$ cat config.mk
export PLATFORM = sky130hd
export DESIGN_NAME = falafel_lsu_arbiter
export DESIGN_NICKNAME = d
export VERILOG_FILES = /design/src/rtl/falafel_pkg.sv /design/src/rtl/falafel_rr_picker.sv /design/src/rtl/falafel_lsu_arbiter.sv
export SDC_FILE = /design/constraint.sdc
export NUM_CORES = 1
export LEC_CHECK = 0
export ABC_AREA = 1
export BUFFER_PORTS_ARGS = -buffer_cell sky130_fd_sc_hd__buf_4
export CORE_AREA = 4 4 269 271
export CTS_BUF_LIST = sky130_fd_sc_hd__clkbuf_16
export DETAILED_ROUTE_END_ITERATION = 8
export DIE_AREA = 0 0 273 275
export PLACE_DENSITY = 0.3
export RECOVER_POWER = 100
export SLEW_MARGIN = 20
export SYNTH_ARGS = -nofsm -noshare
export SYNTH_HDL_FRONTEND = slang
export SYNTH_SLANG_ARGS = --single-unit
$ cat constraint.sdc
create_clock -name clk_i -period 1.51 [get_ports clk_i]
set_input_delay 0.151 -clock clk_i [delete_from_list [all_inputs] [get_ports clk_i]]
set_output_delay 0.151 -clock clk_i [all_outputs]
set_load 0.05 [all_outputs]
$ cat src/rtl/falafel_pkg.sv
// ---------------------------------------------------------------------------
// falafel_pkg
// Shared types for the falafel allocator datapath: LSU operation codes, the
// machine word, the free-list block descriptor and the LSU arbiter FSM state.
// ---------------------------------------------------------------------------
package falafel_pkg;

  typedef logic [31:0] word_t;

  // Free-list block descriptor as stored in memory.
  typedef struct packed {
    word_t next;
    word_t size;
  } free_block_t;

  // Operation encoding 0 is the idle/default value driven on unused buses.
  typedef enum logic [2:0] {
    LSU_READ        = 3'd0,
    LSU_WRITE       = 3'd1,
    LSU_LOCK        = 3'd2,
    LSU_UNLOCK      = 3'd3,
    LSU_READ_BLOCK  = 3'd4,
    LSU_WRITE_BLOCK = 3'd5
  } lsu_op_e;

  typedef enum logic [1:0] {
    ARB_IDLE     = 2'd0,
    ARB_GRANT    = 2'd1,
    ARB_WAIT_RSP = 2'd2
  } arb_state_e;

endpackage

$ cat src/rtl/falafel_rr_picker.sv
// ---------------------------------------------------------------------------
// falafel_rr_picker
// Combinational round-robin selector: returns the first set bit of valid at
// or after prio, wrapping modulo NUM_REQ.
//   valid  in  NUM_REQ  request bitmap
//   prio   in  IDX_W    highest-priority index
//   idx    out IDX_W    selected index (0 when nothing is valid)
//   any    out 1        at least one bit of valid is set
// ---------------------------------------------------------------------------
module falafel_rr_picker #(
  parameter int NUM_REQ = 2,
  parameter int IDX_W   = $clog2(NUM_REQ)
) (
  input  logic [NUM_REQ-1:0] valid,
  input  logic [IDX_W-1:0]   prio,
  output logic [IDX_W-1:0]   idx,
  output logic               any
);

  function automatic int rot_idx(input int base, input int off);
    int sum;
    sum = base + off;
    return (sum >= NUM_REQ) ? sum - NUM_REQ : sum;
  endfunction

  // Scan from the farthest offset down to 0 so the nearest valid index,
  // written last, is the one that sticks.
  always_comb begin
    // NOTE: every output gets a default before the loop so no path leaves it
    // unassigned, which would otherwise infer a latch.
    idx = '0;
    any = 1'b0;
    for (int off = NUM_REQ - 1; off >= 0; off--) begin
      if (valid[rot_idx(int'(prio), off)]) begin
        idx = IDX_W'(rot_idx(int'(prio), off));
        any = 1'b1;
      end
    end
  end

endmodule

$ cat src/rtl/falafel_lsu_arbiter.sv
// ---------------------------------------------------------------------------
// falafel_lsu_arbiter
// Round-robin arbiter sharing one falafel_lsu between NUM_REQ requesters.
// One transaction is in flight at a time; the grant is held from request
// acceptance until the response is consumed. A requester that raises
// req_hold_i at its response handshake keeps the grant for its next request,
// so lock / read-modify-write / unlock sequences stay atomic.
//
// Ports
//   clk_i, rst_ni             clock, async active-low reset
//   req_val_i / req_rdy_o     per-requester request handshake
//   req_op_i, req_addr_i, req_word_i, req_lock_id_i, req_block_i
//                             per-requester request fields
//   req_hold_i                keep the grant after this response
//   rsp_val_o / rsp_rdy_i     per-requester response handshake
//   rsp_word_o, rsp_block_o   response data, broadcast
//   lsu_req_*                 forwarded request to the LSU
//   lsu_rsp_*                 response from the LSU
// All outputs are decoded from the FSM state, so every output is 0 in reset.
// ---------------------------------------------------------------------------
module falafel_lsu_arbiter
  import falafel_pkg::*;
#(
  parameter int NUM_REQ = 2,
  parameter int IDX_W   = $clog2(NUM_REQ)
) (
  input  logic               clk_i,
  input  logic               rst_ni,

  input  logic [NUM_REQ-1:0] req_val_i,
  output logic [NUM_REQ-1:0] req_rdy_o,
  input  lsu_op_e            req_op_i      [NUM_REQ],
  input  word_t              req_addr_i    [NUM_REQ],
  input  word_t              req_word_i    [NUM_REQ],
  input  word_t              req_lock_id_i [NUM_REQ],
  input  free_block_t        req_block_i   [NUM_REQ],
  input  logic [NUM_REQ-1:0] req_hold_i,

  output logic [NUM_REQ-1:0] rsp_val_o,
  input  logic [NUM_REQ-1:0] rsp_rdy_i,
  output word_t              rsp_word_o,
  output free_block_t        rsp_block_o,

  output logic               lsu_req_val_o,
  input  logic               lsu_req_rdy_i,
  output lsu_op_e            lsu_req_op_o,
  output word_t              lsu_req_addr_o,
  output word_t              lsu_req_word_o,
  output word_t              lsu_req_lock_id_o,
  output free_block_t        lsu_req_block_o,

  input  logic               lsu_rsp_val_i,
  output logic               lsu_rsp_rdy_o,
  input  word_t              lsu_rsp_word_i,
  input  free_block_t        lsu_rsp_block_i
);

  arb_state_e       state_q;
  logic [IDX_W-1:0] grant_q;
  logic [IDX_W-1:0] prio_q;

  logic [IDX_W-1:0] pick_idx;
  logic             pick_any;
  logic [IDX_W-1:0] prio_next;
  logic             req_fire;
  logic             rsp_fire;

  falafel_rr_picker #(
    .NUM_REQ (NUM_REQ),
    .IDX_W   (IDX_W)
  ) u_picker (
    .valid (req_val_i),
    .prio  (prio_q),
    .idx   (pick_idx),
    .any   (pick_any)
  );

  // Priority moves to the requester just after the one that was served.
  assign prio_next = (grant_q == IDX_W'(NUM_REQ - 1)) ? '0 : grant_q + IDX_W'(1);

  assign req_fire = (state_q == ARB_GRANT)    && req_val_i[grant_q] && lsu_req_rdy_i;
  assign rsp_fire = (state_q == ARB_WAIT_RSP) && lsu_rsp_val_i      && rsp_rdy_i[grant_q];

  // Output steering: only the granted requester is connected to the LSU, and
  // only in the phase matching the handshake in progress.
  always_comb begin
    req_rdy_o         = '0;
    rsp_val_o         = '0;
    rsp_word_o        = '0;
    rsp_block_o       = '0;
    lsu_req_val_o     = 1'b0;
    lsu_req_op_o      = LSU_READ;
    lsu_req_addr_o    = '0;
    lsu_req_word_o    = '0;
    lsu_req_lock_id_o = '0;
    lsu_req_block_o   = '0;
    lsu_rsp_rdy_o     = 1'b0;

    case (state_q)
      ARB_GRANT: begin
        lsu_req_val_o      = req_val_i[grant_q];
        lsu_req_op_o       = req_op_i[grant_q];
        lsu_req_addr_o     = req_addr_i[grant_q];
        lsu_req_word_o     = req_word_i[grant_q];
        lsu_req_lock_id_o  = req_lock_id_i[grant_q];
        lsu_req_block_o    = req_block_i[grant_q];
        req_rdy_o[grant_q] = lsu_req_rdy_i;
      end
      ARB_WAIT_RSP: begin
        rsp_val_o[grant_q] = lsu_rsp_val_i;
        lsu_rsp_rdy_o      = rsp_rdy_i[grant_q];
        rsp_word_o         = lsu_rsp_word_i;
        rsp_block_o        = lsu_rsp_block_i;
      end
      default: ;
    endcase
  end

  always_ff @(posedge clk_i or negedge rst_ni) begin
    if (!rst_ni) begin
      state_q <= ARB_IDLE;
      grant_q <= '0;
      prio_q  <= '0;
    end else begin
      // NOTE: state registers use non-blocking assignments so every register
      // samples the pre-edge values regardless of statement order.
      case (state_q)
        ARB_IDLE: begin
          if (pick_any) begin
            grant_q <= pick_idx;
            state_q <= ARB_GRANT;
          end
        end
        ARB_GRANT: begin
          // A requester dropping valid here simply leaves us waiting.
          if (req_fire) state_q <= ARB_WAIT_RSP;
        end
        ARB_WAIT_RSP: begin
          if (rsp_fire) begin
            if (req_hold_i[grant_q]) begin
              state_q <= ARB_GRANT;
            end else begin
              prio_q  <= prio_next;
              state_q <= ARB_IDLE;
            end
          end
        end
        default: state_q <= ARB_IDLE;
      endcase
    end
  end

endmodule

==> results.sh, run 1 <==
export IMPL_max_freq_ghz=0.559
export IMPL_clk_path_buf_depth=2
export IMPL_groute_layer_met1_usage_pct=9.66
export IMPL_timing_final_setup_violations=263
export IMPL_cellPowerDensity_mw_per_mm2=2150
export IMPL_mappedNetlistArea_mm2=0.00407
export IMPL_critPathCaptureType="output port"
export IMPL_synth_register_bits=4
export IMPL_synthesis_yosys_warnings=0
export IMPL_measured_slew_at_the_worst_slew_check_pin_ps=307
export IMPL_avgSynthCellArea_um2=5.13
export IMPL_cts_buffers=3
export IMPL_synthArstFlopShare_pct=100
export IMPL_cp_start_kind="flop"
export IMPL_clock_latency_ps=230
export IMPL_netlist_top_cell_by_area="sky130_fd_sc_hd__nand2_1"
export IMPL_vias=8031
export IMPL_route_detailed_drc=0
export IMPL_clk_root_buffer_cell="sky130_fd_sc_hd__clkbuf_16"
export IMPL_synthesis_instances=793
export IMPL_fin_nets=1974
export IMPL_gpl_final_weighted_congestion=0.884
export IMPL_floorplan_die_width_um=273
export IMPL_synth_top_area_share_pct=31.6
export IMPL_final_period_utilization_pct=118
export IMPL_initial_utilization_pct=5.83
export IMPL_grt_pass1_wl_um=54000
export IMPL_holdCritPathClass="input pin to flop"
export IMPL_gr_total_overflow=0
export IMPL_status="finished, violations left"
export IMPL_detailed_place_hpwl_um=33100
export IMPL_finalHoldViolCount=0
export IMPL_failed_checks="setup timing"
export IMPL_grt_total_usage_pct=9.39
export IMPL_fp_dieArea_mm2=0.0751
export IMPL_clock_sink_count=4
export IMPL_clock_skew_final_ps=4.66
export IMPL_post_route_antenna_net_violation_count=0
export IMPL_initial_antenna_violation_count=2
export IMPL_timing_worst_setup_path_type="flop to output port"
export IMPL_final_cell_count_no_fill=2483
export IMPL_cts_clk_slew_worst_paths_ps=30
export IMPL_placeable_core_region_mm2=0.0698
export IMPL_buffer_ports_inserted=696
export IMPL_utilization_pct=22.4
export IMPL_synth_cells_most_frequent="sky130_fd_sc_hd__nand2_1 (342), sky130_fd_sc_hd__a21oi_2 (140), sky130_fd_sc_hd__inv_1 (100), sky130_fd_sc_hd__nor2_1 (98), sky130_fd_sc_hd__buf_2 (41)"
export IMPL_htreeDepth=1
export IMPL_required_ps=1360
export IMPL_num_io_pins=697
export IMPL_p_leak_nw=6.93
export IMPL_clock_tree_from_tritoncts="yes"
export IMPL_wl_um=41000
export IMPL_syn_num_nets=1225
export IMPL_hold_worst_slack_ps=201
export IMPL_most_frequent_cell_after_synthesis="sky130_fd_sc_hd__nand2_1"
export IMPL_use_met3_pct=2.71
export IMPL_vias_per_cell=3.23
export IMPL_rows=97
export IMPL_area_growth_syn_to_layout_pct=284
export IMPL_synth_edff_count=0
export IMPL_unrepaired_setup_endpoints_after_global_routing="yes"
export IMPL_dieHeight_um=275
export IMPL_firstDrtPassIters=4
export IMPL_peakVddDrop_v=0.00110
export IMPL_synth_yosys_seq_area_share_pct=2.46
export IMPL_first_iter_violations=142
export IMPL_post_drt_wl_per_cell_um=16.5
export IMPL_timing_max_transition_violations_final=0
export IMPL_synth_cell_types=19
export IMPL_main_synth_ff_type="sky130_fd_sc_hd__dfrtp_1"
export IMPL_timing_final_crit_period_ps=1790
export IMPL_max_cap_viol_count=0
export IMPL_drive_above_1_share_pct=77.5
export IMPL_worst_path_max_fanout=11
export IMPL_grt_pass1_vias=8574
export IMPL_maximum_number_of_pins_on_one_net_before_global_route_repair=24
export IMPL_placed_cells=2441
export IMPL_critPathArrivalTime_ps=1640
export IMPL_fin_ws_ps=-277
export IMPL_synth_top_cells_by_area="sky130_fd_sc_hd__nand2_1 (32%), sky130_fd_sc_hd__a21oi_2 (30%), sky130_fd_sc_hd__inv_1 (9.2%)"
export IMPL_grt_met2_usage_pct=18.3
export IMPL_maxSlewHeadroom_pct=79.5
export IMPL_top_usage_layer="met2"
-- state kept, by name, summed over array words and instances (netlist names) --
signal,flops
state_q,2
grant_q,1
prio_q,1
-- repair_timing --
action,CTS,global route
cloned,5,18
hold endpoints to repair,4,0
hold buffers,1,0
setup buffers,7,6
gates resized for setup,248,428
pin swaps,8,34
endpoints found under the setup margin,257,268
-- metal layers --
| metal | share of wire [%] | vias up |
|---|---|---|
| met3 | 9.0 | 37 |
| li1 | - | 3904 |
| met2 | 54 | 420 |
| met1 | 34 | 3668 |
| met5 | 0.022 | - |
| met4 | 2.6 | 2 |
-- worst paths after layout --
| kind | startpoint | depth (start not counted) | end | slack (ps) |
|---|---|---|---|---|
| min in group asynchronous | rst_ni | 2 | state_q[0] | 400 |
| max in group asynchronous | rst_ni | 2 | grant_q | 850 |
| setup / recovery | grant_q | 6 | lsu_req_lock_id_o[12] | -280 |
| hold reg to reg | prio_q | 2 | prio_q | 520 |
| hold / removal | req_hold_i[0] | 3 | prio_q | 200 |
| setup reg to reg | grant_q | 8 | prio_q | 0 |
-- where the power goes --
group	internal (mW)	switching, mW	leakage, nW	total (mW)
combinational	12.8	20.1	6.83	32.9
sequential	0.166	0.0738	0.0491	0.240
clock	0.343	0.0830	0.0423	0.426
-- critical path, stage by stage (launching register included) --
cell and delay, ps:
sky130_fd_sc_hd__dfrtp_4 530, sky130_fd_sc_hd__clkinv_8 110, sky130_fd_sc_hd__clkbuf_16 180, sky130_fd_sc_hd__clkbuf_16 170, sky130_fd_sc_hd__nand2_1 90, sky130_fd_sc_hd__a21oi_4 140
sky130_fd_sc_hd__buf_8 160
-- final cells by class --
type | instances | area (um2)
antenna | 2 | 5.00
clock buffer | 3 | 75.1
clock inverter | 1 | 3.75
fill | 7768 | 54200
inverter | 103 | 412
multi-input combinational | 620 | 5450
sequential | 4 | 104
tap | 940 | 1180
timing repair buffer | 809 | 8380
timing repair inverter | 1 | 20.0
-- cell families after synthesis --
group | synth area share, %
AOI/OAI and AO/OA | 34.0
and+or+nand+nor | 41.8
buffers and inverters | 21.7
DFF | 2.46
-- cell usage in the layout, fill, tap and decap left out, types with 2 or more instances in the layout --
| cell type | synthesis | routed |
|---|---|---|
| sky130_fd_sc_hd__nor2_2 | 2 | 2 |
| sky130_fd_sc_hd__nand2_4 | 0 | 26 |
| sky130_fd_sc_hd__buf_16 | 0 | 11 |
| sky130_fd_sc_hd__a21oi_2 | 140 | 21 |
| sky130_fd_sc_hd__buf_12 | 0 | 32 |
| sky130_fd_sc_hd__a21oi_4 | 0 | 144 |
| sky130_fd_sc_hd__diode_2 | 0 | 2 |
| sky130_fd_sc_hd__a21oi_1 | 27 | 2 |
| sky130_fd_sc_hd__nor2_1 | 98 | 2 |
| sky130_fd_sc_hd__clkbuf_16 | 0 | 20 |
| sky130_fd_sc_hd__inv_1 | 100 | 101 |
| sky130_fd_sc_hd__nand2_2 | 0 | 84 |
| sky130_fd_sc_hd__buf_8 | 11 | 98 |
| sky130_fd_sc_hd__buf_6 | 7 | 174 |
| sky130_fd_sc_hd__o21ai_1 | 0 | 2 |
| sky130_fd_sc_hd__nor2_4 | 0 | 96 |
| sky130_fd_sc_hd__buf_4 | 5 | 475 |
| sky130_fd_sc_hd__nand2_1 | 342 | 231 |
| sky130_fd_sc_hd__dfrtp_1 | 4 | 3 |
| sky130_fd_sc_hd__nor3_4 | 0 | 4 |
-- per-stage QoR --
step	setup WS [ps]	setup TNS, ps	area [um2]	power [mW]
after global placement	-102	-3540	12300	27.0
after global routing	-337	-66440	15600	35.2
after floorplan	-244	-2310	5440	18.5
final	-277	-48140	15600	33.6
after detailed placement	-115	-6520	12300	26.9
after CTS	-305	-52010	13500	30.6
No activity file was read; power rests on OpenSTA's default activity.
==> run 2: changes to the inputs <==
--- a/config.mk
+++ b/config.mk
@@ -7,12 +7,12 @@
 export LEC_CHECK = 0
 export ABC_AREA = 1
 export BUFFER_PORTS_ARGS = -buffer_cell sky130_fd_sc_hd__buf_4
+export CAP_MARGIN = 15
 export CORE_AREA = 4 4 269 271
 export CTS_BUF_LIST = sky130_fd_sc_hd__clkbuf_16
 export DETAILED_ROUTE_END_ITERATION = 8
 export DIE_AREA = 0 0 273 275
 export PLACE_DENSITY = 0.3
-export RECOVER_POWER = 100
 export SLEW_MARGIN = 20
 export SYNTH_ARGS = -nofsm -noshare
 export SYNTH_HDL_FRONTEND = slang
==> run 2 against run 1 <==
Compared with the run above: the run still ends with setup timing left; register-to-register slack gained 30 ps; worst setup slack is essentially flat; sequential share of layout area is essentially flat; first-iteration DRC count grew 4.2%; non-clock buffer count is the same; power is essentially flat; largest cell class unchanged.
==> results.sh, run 2 (synthesis gave the netlist of run 1 again) <==
export IMPL_rows=97
export IMPL_clock_sink_count=4
export IMPL_met3_wirelength_um=3690
export IMPL_placeable_core_region_mm2=0.0698
export IMPL_fin_ws_ps=-277
export IMPL_timing_final_setup_violations=263
export IMPL_gr_total_overflow=0
export IMPL_timing_max_transition_violations_final=0
export IMPL_clk_path_buf_depth=2
export IMPL_number_of_flip_flops_under_the_largest_register_name=2
export IMPL_failed_checks="setup timing"
export IMPL_wl_um=41000
export IMPL_holdCritPathClass="input pin to flop"
export IMPL_cts_clk_slew_worst_paths_ps=30
export IMPL_p_seq_share_pct=0.7
export IMPL_measured_slew_at_the_worst_slew_check_pin_ps=237
export IMPL_required_ps=1360
export IMPL_floorplan_die_width_um=273
export IMPL_finalHoldViolCount=0
export IMPL_route_detailed_drc=0
export IMPL_grt_pass1_vias=8574
export IMPL_layout_top_registers="state_q (2), grant_q (1), prio_q (1)"
export IMPL_report_power_total_mw=33.6
export IMPL_vias_per_cell=3.23
export IMPL_num_io_pins=697
export IMPL_layout_cells_most_common_list="sky130_fd_sc_hd__buf_4 (476), sky130_fd_sc_hd__nand2_1 (230), sky130_fd_sc_hd__buf_6 (174)"
export IMPL_cp_start_kind="flop"
export IMPL_cellPowerDensity_mw_per_mm2=2150
export IMPL_combinationalPowerShare_pct=98.0
export IMPL_fp_dieArea_mm2=0.0751
export IMPL_clk_root_buffer_cell="sky130_fd_sc_hd__clkbuf_16"
export IMPL_top_layer="met5"
export IMPL_final_common_cell="sky130_fd_sc_hd__buf_4"
export IMPL_peakVddDrop_v=0.00110
export IMPL_final_cell_count_no_fill=2483
export IMPL_final_period_utilization_pct=118
export IMPL_fin_nets=1974
export IMPL_drive_above_1_share_pct=77.6
export IMPL_unrepaired_setup_endpoints_after_global_routing="yes"
export IMPL_multi_input_area_mm2=0.00545
export IMPL_status="finished, violations left"
export IMPL_timing_final_crit_period_ps=1790
export IMPL_post_drt_wl_per_cell_um=16.5
export IMPL_initial_antenna_violation_count=2
export IMPL_regMostFlops="state_q"
export IMPL_placed_cells=2441
export IMPL_buffer_ports_inserted=696
export IMPL_htreeDepth=1
export IMPL_clock_latency_ps=230
export IMPL_clock_tree_from_tritoncts="yes"
export IMPL_m1WireLength_um=14000
export IMPL_cellInternalPower_mw=13.4
export IMPL_clock_skew_final_ps=4.66
export IMPL_power_share_switching_pct=60.2
export IMPL_power_share_clock_pct=1.3
export IMPL_vias=8031
export IMPL_switchingPower_mw=20.2
export IMPL_layout_filler_cells=7766
export IMPL_gpl_final_weighted_congestion=0.884
export IMPL_first_iter_violations=148
export IMPL_critPathArrivalTime_ps=1640
export IMPL_p_leak_nw=6.93
export IMPL_utilization_pct=22.4
export IMPL_maxSlewHeadroom_pct=84.2
export IMPL_max_freq_ghz=0.559
export IMPL_final_setup_tns_ps=-48040
export IMPL_maximum_number_of_pins_on_one_net_before_global_route_repair=24
export IMPL_max_cap_viol_count=0
export IMPL_cts_buffers=3
export IMPL_grt_total_usage_pct=9.39
export IMPL_grt_pass1_wl_um=54000
export IMPL_wl_met2_um=22200
export IMPL_dieHeight_um=275
export IMPL_post_route_antenna_net_violation_count=0
export IMPL_area_growth_syn_to_layout_pct=284
export IMPL_firstDrtPassIters=4
export IMPL_detailed_place_hpwl_um=33100
export IMPL_worst_path_max_fanout=11
export IMPL_sequential_cell_area_um2=104
export IMPL_critPathCaptureType="output port"
export IMPL_timing_worst_setup_path_type="flop to output port"
export IMPL_initial_utilization_pct=5.83
export IMPL_hold_worst_slack_ps=201
## run 2: cell count changes in the layout (fill, tap and decap cells not counted)
cell                       before  now
sky130_fd_sc_hd__buf_4        475  476
sky130_fd_sc_hd__clkbuf_1       1    0
sky130_fd_sc_hd__nand2_1      231  230
sky130_fd_sc_hd__nand2_2       84   85
## run 2: cell type report
| type | count | area share [%] |
|---|---|---|
| antenna | 2 | 0.0320 |
| clock buffer | 3 | 0.480 |
| clock inverter | 1 | 0.0240 |
| inverter | 103 | 2.63 |
| multi-input combinational | 620 | 34.9 |
| sequential | 4 | 0.665 |
| tap | 940 | 7.53 |
| timing repair buffer | 809 | 53.6 |
| timing repair inverter | 1 | 0.128 |
## run 2: per-stage QoR
stage          area, um2  worst slack (ps)
6_report           15600              -277
5_1_grt            15600              -337
4_1_cts            13500              -305
3_5_place_dp       12300              -115
3_3_place_gp       12300              -102
2_1_floorplan       5440              -244
## run 2: routing by layer
| layer | GRT usage, % | up-vias |
|---|---|---|
| met5 | 0 | - |
| li1 | - | 3904 |
| met3 | 2.71 | 37 |
| met1 | 9.66 | 3668 |
| met2 | 18.3 | 420 |
| met4 | 2.78 | 2 |
## run 2: power by group through the flow
stage / clock network (mW) / logic [mW] / registers [mW]
global placement: 0 / 26.8 / 0.226
finish: 0.426 / 32.9 / 0.240
detailed placement: 0 / 26.6 / 0.231
floorplan: 0 / 18.3 / 0.187
global route: 0.454 / 34.5 / 0.246
CTS: 0.439 / 30.0 / 0.237
## run 2: what timing repair did
| item | in CTS | in global routing |
|---|---|---|
| endpoints found under the setup margin | 257 | 268 |
| buffers inserted | 7 | 6 |
| gates resized for setup | 248 | 428 |
| hold buffers | 1 | 0 |
| endpoints found under the hold margin | 4 | 0 |
| cloned | 5 | 18 |
| pin swaps | 8 | 34 |
## run 2: final timing paths
kind / startpoint / endpoint / slack, ps / cells past startpoint
worst max-delay path: grant_q / lsu_req_lock_id_o[12] / -280 / 6
worst min-delay path: req_hold_i[0] / prio_q / 200 / 3
worst max register to register: grant_q / state_q[0] / 30 / 8
worst min register to register: prio_q / prio_q / 520 / 2
max in group asynchronous: rst_ni / grant_q / 1050 / 2
min in group asynchronous: rst_ni / state_q[0] / 340 / 2
## run 2: critical path, stage by stage, from the launching register on
cell and delay [ps]:
sky130_fd_sc_hd__dfrtp_4 530, sky130_fd_sc_hd__clkinv_8 110, sky130_fd_sc_hd__clkbuf_16 180, sky130_fd_sc_hd__clkbuf_16 170
sky130_fd_sc_hd__nand2_1 90, sky130_fd_sc_hd__a21oi_4 140, sky130_fd_sc_hd__buf_8 160
